**src/rtl/payload_pkg.sv**
```systemverilog
// Shared definitions for the payload engine sequencer.
//   - 3-bit FSM state encoding (IDLE/CLEAR/SCAN/DRAIN/REPORT)
//   - default widths and drain depth used by the sequencer top
package payload_pkg;

    localparam int unsigned STATE_W = 3;

    localparam logic [STATE_W-1:0] ST_IDLE   = 3'd0;
    localparam logic [STATE_W-1:0] ST_CLEAR  = 3'd1;
    localparam logic [STATE_W-1:0] ST_SCAN   = 3'd2;
    localparam logic [STATE_W-1:0] ST_DRAIN  = 3'd3;
    localparam logic [STATE_W-1:0] ST_REPORT = 3'd4;

    localparam int unsigned DEF_NUM_ENG   = 64;
    localparam int unsigned DEF_IDX_W     = 6;
    localparam int unsigned DEF_LEN_W     = 16;
    localparam int unsigned DEF_DRAIN_CYC = 3;

endpackage

```
**src/rtl/payload_prio_enc.sv**
```systemverilog
// Lowest-index priority encoder over the masked engine match vector.
// Ports:
//   vec    in   NUM_ENG  request vector
//   idx_c  out  IDX_W    index of lowest set bit, 0 when none set
//   any_c  out  1        OR of vec
module payload_prio_enc #(
    parameter int unsigned NUM_ENG = 64,
    parameter int unsigned IDX_W   = 6
) (
    input  logic [NUM_ENG-1:0] vec,
    output logic [IDX_W-1:0]   idx_c,
    output logic               any_c
);

    // Scan from the top down so the lowest set bit is the last writer.
    always_comb begin
        idx_c = '0;
        any_c = |vec;
        for (int i = NUM_ENG - 1; i >= 0; i--) begin
            if (vec[i]) begin
                idx_c = IDX_W'(i);
            end
        end
    end

endmodule

```
**src/rtl/payload_engine_seq.sv**
```systemverilog
// Per-packet sequencer and match collector for the payload engine array.
// Streams accepted bytes to the engines, waits for the engine pipeline to
// drain after end of packet, then presents a held result.
// Ports:
//   clk, resetn              clock, asynchronous active-low reset
//   s_valid/s_ready/s_data   payload byte stream (s_ready is combinational)
//   s_sop, s_eop             packet delimiters
//   cfg_mask                 per-engine enable, sampled in CLEAR
//   eng_sod, eng_en          engine clear and advance controls
//   eng_byte                 byte to char decoder, valid with eng_en
//   eng_match                engine sticky end-state bits
//   r_valid/r_ready          result handshake, result held until consumed
//   r_hits, r_any, r_first   masked match vector, OR and lowest hit index
//   r_len, r_err             saturating byte count, truncated-by-early-sop flag
module payload_engine_seq
    import payload_pkg::*;
#(
    parameter int unsigned NUM_ENG   = DEF_NUM_ENG,
    parameter int unsigned IDX_W     = DEF_IDX_W,
    parameter int unsigned LEN_W     = DEF_LEN_W,
    parameter int unsigned DRAIN_CYC = DEF_DRAIN_CYC
) (
    input  logic               clk,
    input  logic               resetn,
    input  logic               s_valid,
    output logic               s_ready,
    input  logic [7:0]         s_data,
    input  logic               s_sop,
    input  logic               s_eop,
    input  logic [NUM_ENG-1:0] cfg_mask,
    output logic               eng_sod,
    output logic               eng_en,
    output logic [7:0]         eng_byte,
    input  logic [NUM_ENG-1:0] eng_match,
    output logic               r_valid,
    input  logic               r_ready,
    output logic [NUM_ENG-1:0] r_hits,
    output logic               r_any,
    output logic [IDX_W-1:0]   r_first,
    output logic [LEN_W-1:0]   r_len,
    output logic               r_err
);

    localparam int unsigned CNT_W = (DRAIN_CYC > 1) ? $clog2(DRAIN_CYC) : 1;
    localparam logic [CNT_W-1:0] CNT_LAST = CNT_W'(DRAIN_CYC - 1);

    logic [STATE_W-1:0] state;
    logic [STATE_W-1:0] state_next;

    logic [NUM_ENG-1:0] mask;
    logic [LEN_W-1:0]   len;
    logic               err;
    logic [CNT_W-1:0]   drain_cnt;

    logic               scan_acc_c;
    logic               early_sop_c;
    logic               drain_done_c;
    logic               len_nz_c;

    logic [NUM_ENG-1:0] hits_c;
    logic [IDX_W-1:0]   first_c;
    logic               any_c;

    assign hits_c = eng_match & mask;

    payload_prio_enc #(
        .NUM_ENG (NUM_ENG),
        .IDX_W   (IDX_W)
    ) u_prio_enc (
        .vec   (hits_c),
        .idx_c (first_c),
        .any_c (any_c)
    );

    // State register.
    always_ff @(posedge clk or negedge resetn) begin
        if (!resetn) begin
            state <= ST_IDLE;
        end else begin
            state <= state_next;
        end
    end

    // Next-state, stream ready and per-cycle strobes.
    always_comb begin
        state_next   = state;
        s_ready      = 1'b0;
        len_nz_c     = (len != '0);
        // A sop after the first accepted byte truncates the current packet;
        // len is never zero again once a byte has been taken (saturating).
        early_sop_c  = (state == ST_SCAN) && s_valid && s_sop && len_nz_c;
        drain_done_c = (state == ST_DRAIN) && (drain_cnt == CNT_LAST);

        case (state)
            ST_IDLE: begin
                // Stray non-sop bytes are consumed and dropped.
                s_ready = !s_sop;
                if (s_valid && s_sop) begin
                    state_next = ST_CLEAR;
                end
            end
            ST_CLEAR: begin
                state_next = ST_SCAN;
            end
            ST_SCAN: begin
                s_ready = !(s_sop && len_nz_c);
                if (early_sop_c) begin
                    state_next = ST_DRAIN;
                end else if (s_valid && s_eop) begin
                    state_next = ST_DRAIN;
                end
            end
            ST_DRAIN: begin
                if (drain_done_c) begin
                    state_next = ST_REPORT;
                end
            end
            ST_REPORT: begin
                if (r_ready) begin
                    state_next = ST_IDLE;
                end
            end
            default: begin
                state_next = ST_IDLE;
            end
        endcase

        scan_acc_c = (state == ST_SCAN) && s_valid && s_ready;
    end

    // Engine controls: one-cycle-delayed copy of each accepted byte.
    always_ff @(posedge clk or negedge resetn) begin
        if (!resetn) begin
            eng_sod  <= 1'b1;
            eng_en   <= 1'b0;
            eng_byte <= '0;
        end else begin
            eng_sod <= (state_next == ST_CLEAR);
            eng_en  <= scan_acc_c;
            if (scan_acc_c) begin
                eng_byte <= s_data;
            end
        end
    end

    // Per-packet context: mask, saturating length, error flag.
    always_ff @(posedge clk or negedge resetn) begin
        if (!resetn) begin
            mask <= '0;
            len  <= '0;
            err  <= 1'b0;
        end else begin
            if (state == ST_CLEAR) begin
                mask <= cfg_mask;
                len  <= '0;
                err  <= 1'b0;
            end else begin
                if (scan_acc_c && (len != '1)) begin
                    len <= len + LEN_W'(1);
                end
                if (early_sop_c) begin
                    err <= 1'b1;
                end
            end
        end
    end

    // Drain counter counts from DRAIN entry. On eop the first DRAIN cycle
    // is the last eng_en cycle; on early sop it is at least one later, which
    // only lengthens the wait.
    always_ff @(posedge clk or negedge resetn) begin
        if (!resetn) begin
            drain_cnt <= '0;
        end else if (state != ST_DRAIN) begin
            drain_cnt <= '0;
        end else if (!drain_done_c) begin
            drain_cnt <= drain_cnt + CNT_W'(1);
        end
    end

    // Result registers: captured on the final drain cycle, held until consumed.
    always_ff @(posedge clk or negedge resetn) begin
        if (!resetn) begin
            r_valid <= 1'b0;
            r_hits  <= '0;
            r_any   <= 1'b0;
            r_first <= '0;
            r_len   <= '0;
            r_err   <= 1'b0;
        end else begin
            if (drain_done_c) begin
                r_valid <= 1'b1;
                r_hits  <= hits_c;
                r_any   <= any_c;
                r_first <= first_c;
                r_len   <= len;
                r_err   <= err;
            end else if ((state == ST_REPORT) && r_ready) begin
                r_valid <= 1'b0;
            end
        end
    end

endmodule

```
**config.mk**
```make
export PLATFORM = sky130hd
export DESIGN_NAME = payload_engine_seq
export DESIGN_NICKNAME = d
export VERILOG_FILES = /design/src/rtl/payload_pkg.sv /design/src/rtl/payload_prio_enc.sv /design/src/rtl/payload_engine_seq.sv
export SDC_FILE = /design/constraint.sdc
export NUM_CORES = 1
export LEC_CHECK = 0
export ABC_AREA = 1
export CORE_UTILIZATION = 43
export CTS_CLUSTER_SIZE = 30
export DETAILED_ROUTE_END_ITERATION = 12
export PLACE_DENSITY = 0.77
export SLEW_MARGIN = 30
export SYNTH_ARGS = -nofsm -noshare
export SYNTH_HDL_FRONTEND = slang
export SYNTH_SLANG_ARGS = --single-unit
```
**constraint.sdc**
```tcl
create_clock -name clk -period 3 [get_ports clk]
set_clock_uncertainty 0.1 [all_clocks]
set_input_delay 0.45 -clock clk [delete_from_list [all_inputs] [get_ports clk]]
set_output_delay 0.45 -clock clk [all_outputs]
set_load 0.05 [all_outputs]
```
==> flow_metrics.tcl <==
set metrics [dict create \
    post-route-period-util 1.311 \
    globalplace.congestion 0.8643 \
    worst-path-max-fanout 2 \
    dieArea_um2 19420 \
    worstRegToRegCells 66 \
    grt_first_pass_wirelength_um 36560 \
    grt_start_max_net_pins 169 \
    synth_top_flop_cell "dfrtp_1" \
    powerDensity_nw_per_um2 1042 \
    clockBufferDepth 2 \
    diodes 0 \
    clk_latency_ps 440 \
    synth.most_common_cell "nand2_1" \
    p_leak_nw 5.863 \
    ys_types 28 \
    yosysWarnings 0 \
    synth.avg_cell_area_um2 8.286 \
    min_period_ps 3932 \
    ys_seq_area_frac 0.5709 \
    syn_area_um2 8112 \
    cts_tree "yes" \
    clk_pin_slew_ps 70 \
    netlist.top_cell.by_area "dfrtp_1" \
    r2r-end "r_first[0]" \
    min-delay-start "mask[29]" \
    drc 0 \
    final_antenna_net_count 0 \
    ys_ff_latch 185 \
    drt-wirelength-per-cell_um 14.93 \
    hold_viol_final 0 \
    power_frac_seq 0.334 \
    tightest_slew_ps 855.8 \
    root_buffer "clkbuf_16" \
    final-max-slew-violation-count 0 \
    arrival_ps 4160 \
    vias 7357 \
    critPathLaunchType "flip-flop" \
    rows 49 \
    dp.final_hpwl_um 15980 \
    hold_path_end "mask[29]" \
    swShare 0.4496 \
    io_buffer_count 241 \
    p_comb_frac 0.486 \
    syn_nets 1124 \
    failed_checks "negative setup slack" \
    synth-edff-count 0 \
    final-setup-viol-count 2 \
    worstPathRequired_ps 3230 \
    coreArea_um2 18210 \
    drt-initial-drc-count 392 \
    htreeDepth 4 \
    die_x_um 139.3 \
    ir_drop_uv 522.4 \
    end_kind "flip-flop" \
    layout.nets 1414 \
    overflow 0 \
    worst-path-buf-inv 1 \
    power.switching_mw 5.569 \
    cts.sinks 185 \
    reg2reg_slack_ps -930 \
    grt_pass1_vias 7284 \
    busiest_layer "met2" \
    worst_hold_slack_ps 371.3 \
    die_h_um 139.3 \
    drtPass1Iterations 4 \
    async_reset_ff_frac 1.000 \
    cp_slowest_stage_delay_ps 420 \
    slew_headroom 0.4295 \
    r2r-start "mask[63]" \
    syn_inst 979 \
    path_class "reg -> reg" \
    antenna_found_initial 0 \
    routed_wl_um 22560 \
    slowest_stage "dfrtp_1" \
    p_int_mw 6.818 \
    cap_violations 0 \
    whs_path_depth 2 \
    viasPerCell 4.869 \
    crit_top_cell "nand2_1" \
    syn_to_final_growth_pct 46.54 \
    outcome "complete, but fails checks" \
    clkPwrFrac 0.180 \
    cts_buffers 17 \
    min_path_type "reg -> reg" \
    tns_ps -1499 \
    gr-usage-met2 0.3896 \
    io_pins 242 \
    fmax_ghz 0.2543 \
    synth_top_area_frac 0.5676 \
    use_met1 0.3057 \
    synth_common_cells "nand2_1, dfrtp_1, nor2_1, o21ai_1, o21ai_0" \
    grt_usage 0.2407 \
    use_met3 0.04198 \
    synthTopCellsByArea "dfrtp_1, nand2_1, nand2_4, nor2_1, o21ai_1" \
    setup_slack_ps -932.1 \
    critPathTopFamily "simple AND/OR/NAND/NOR gates" \
    rsz0062_at_grt "true" \
    initial_core_util 0.4455 \
    drive_gt1_frac 0.1342 \
]
metrics by stage:
stage | cells | worst slack, ps | cell area (µm²) | util | power [mW]
3_3_place_gp | 1465 | -1352 | 11100 | 0.6094 | 9.917
4_1_cts | 1504 | -887.8 | 11780 | 0.6471 | 12.40
2_1_floorplan | 979 | -424.7 | 8117 | - | 7.790
6_report | 1511 | -932.1 | 11890 | 0.6528 | 12.39
3_5_place_dp | 1465 | -1352 | 11100 | 0.6094 | 10.04
5_1_grt | 1511 | -1576 | 11890 | 0.6528 | 13.17
how the worst max path moves through the flow:
| stage | start | endpoint | cells after the start |
|---|---|---|---|
| after global routing | mask[63] | r_first[0] | 66 |
| final | mask[63] | r_first[0] | 66 |
| after global placement | eng_match[63] | r_first[0] | 67 |
| after CTS | mask[63] | r_first[0] | 66 |
| after floorplan | eng_match[63] | r_first[0] | 66 |
| after detailed placement | eng_match[63] | r_first[0] | 67 |
registers in the layout (all words and copies together), names as in the netlist, 2 cells and up:
signal     flops
len           16
r_hits        64
r_len         16
state          3
eng_byte       8
mask          64
drain_cnt      2
r_first        6
repair_timing:
action                                 in CTS  in global routing
endpoints found under the hold margin      72                  0
resized for setup                          15                 18
setup buffers                               7                  7
hold buffers                                1                  0
setup endpoints to repair                   3                 11
pin swaps                                  33                 40
power by group through the flow:
stage          logic [mW]  registers [mW]  clock network, mW
5_1_grt              6.53            4.25               2.39
6_report             6.02            4.13               2.24
3_3_place_gp         5.80            4.12                  0
2_1_floorplan        1.95            5.84                  0
4_1_cts              5.99            4.13               2.28
3_5_place_dp         5.88            4.16                  0
per-layer routing:
layer,routed length (µm),part of all wire
met5,0,0
met4,984,0.044
met3,1050,0.047
met2,10670,0.47
met1,9854,0.44
cell usage in the layout (no fill, tap or decap), types with 2 or more instances in the layout:
cell             count
inv_8                3
nand2_1            463
nor3_1              13
buf_12               2
nand3_2              2
nand3_1             10
o21ai_1             49
inv_6                3
clkinvlp_4           2
nor2_1              59
nor3_2               2
clkbuf_16           17
inv_1               18
nor4_1               2
buf_6                6
nand2_2             13
inv_2               14
a21oi_1             12
nand2_4             32
buf_4               55
clkdlybuf4s50_1    234
clkinv_4             4
o21ai_0             45
nand4_1              4
nor2_2               9
ha_1                 3
dlygate4sd2_1        5
dfrtp_1            184
worst min-delay path: stages, from the launching register on:
cell and delay [ps]:
dfrtp_1 340, nand2_1 50, nand2_1 40
final cells by class:
class | count | area, µm²
Multi-Input combinational cell | 728 | 3328
Timing Repair Buffer | 304 | 2930
Tap cell | 229 | 286.5
Fill cell | 1472 | 6322
Clock buffer | 17 | 425.4
Inverter | 33 | 123.9
Sequential cell | 185 | 4631
Clock inverter | 15 | 161.4
kinds of logic after synthesis:
logic type / after synthesis / share of synthesized area
AOI/OAI and AO/OA: 115 / 0.07466
adders and majority gates: 3 / 0.004628
buffers and inverters: 66 / 0.03070
DFF: 185 / 0.5709
and+or+nand+nor: 610 / 0.3191
(Power assumes the default switching activity.)
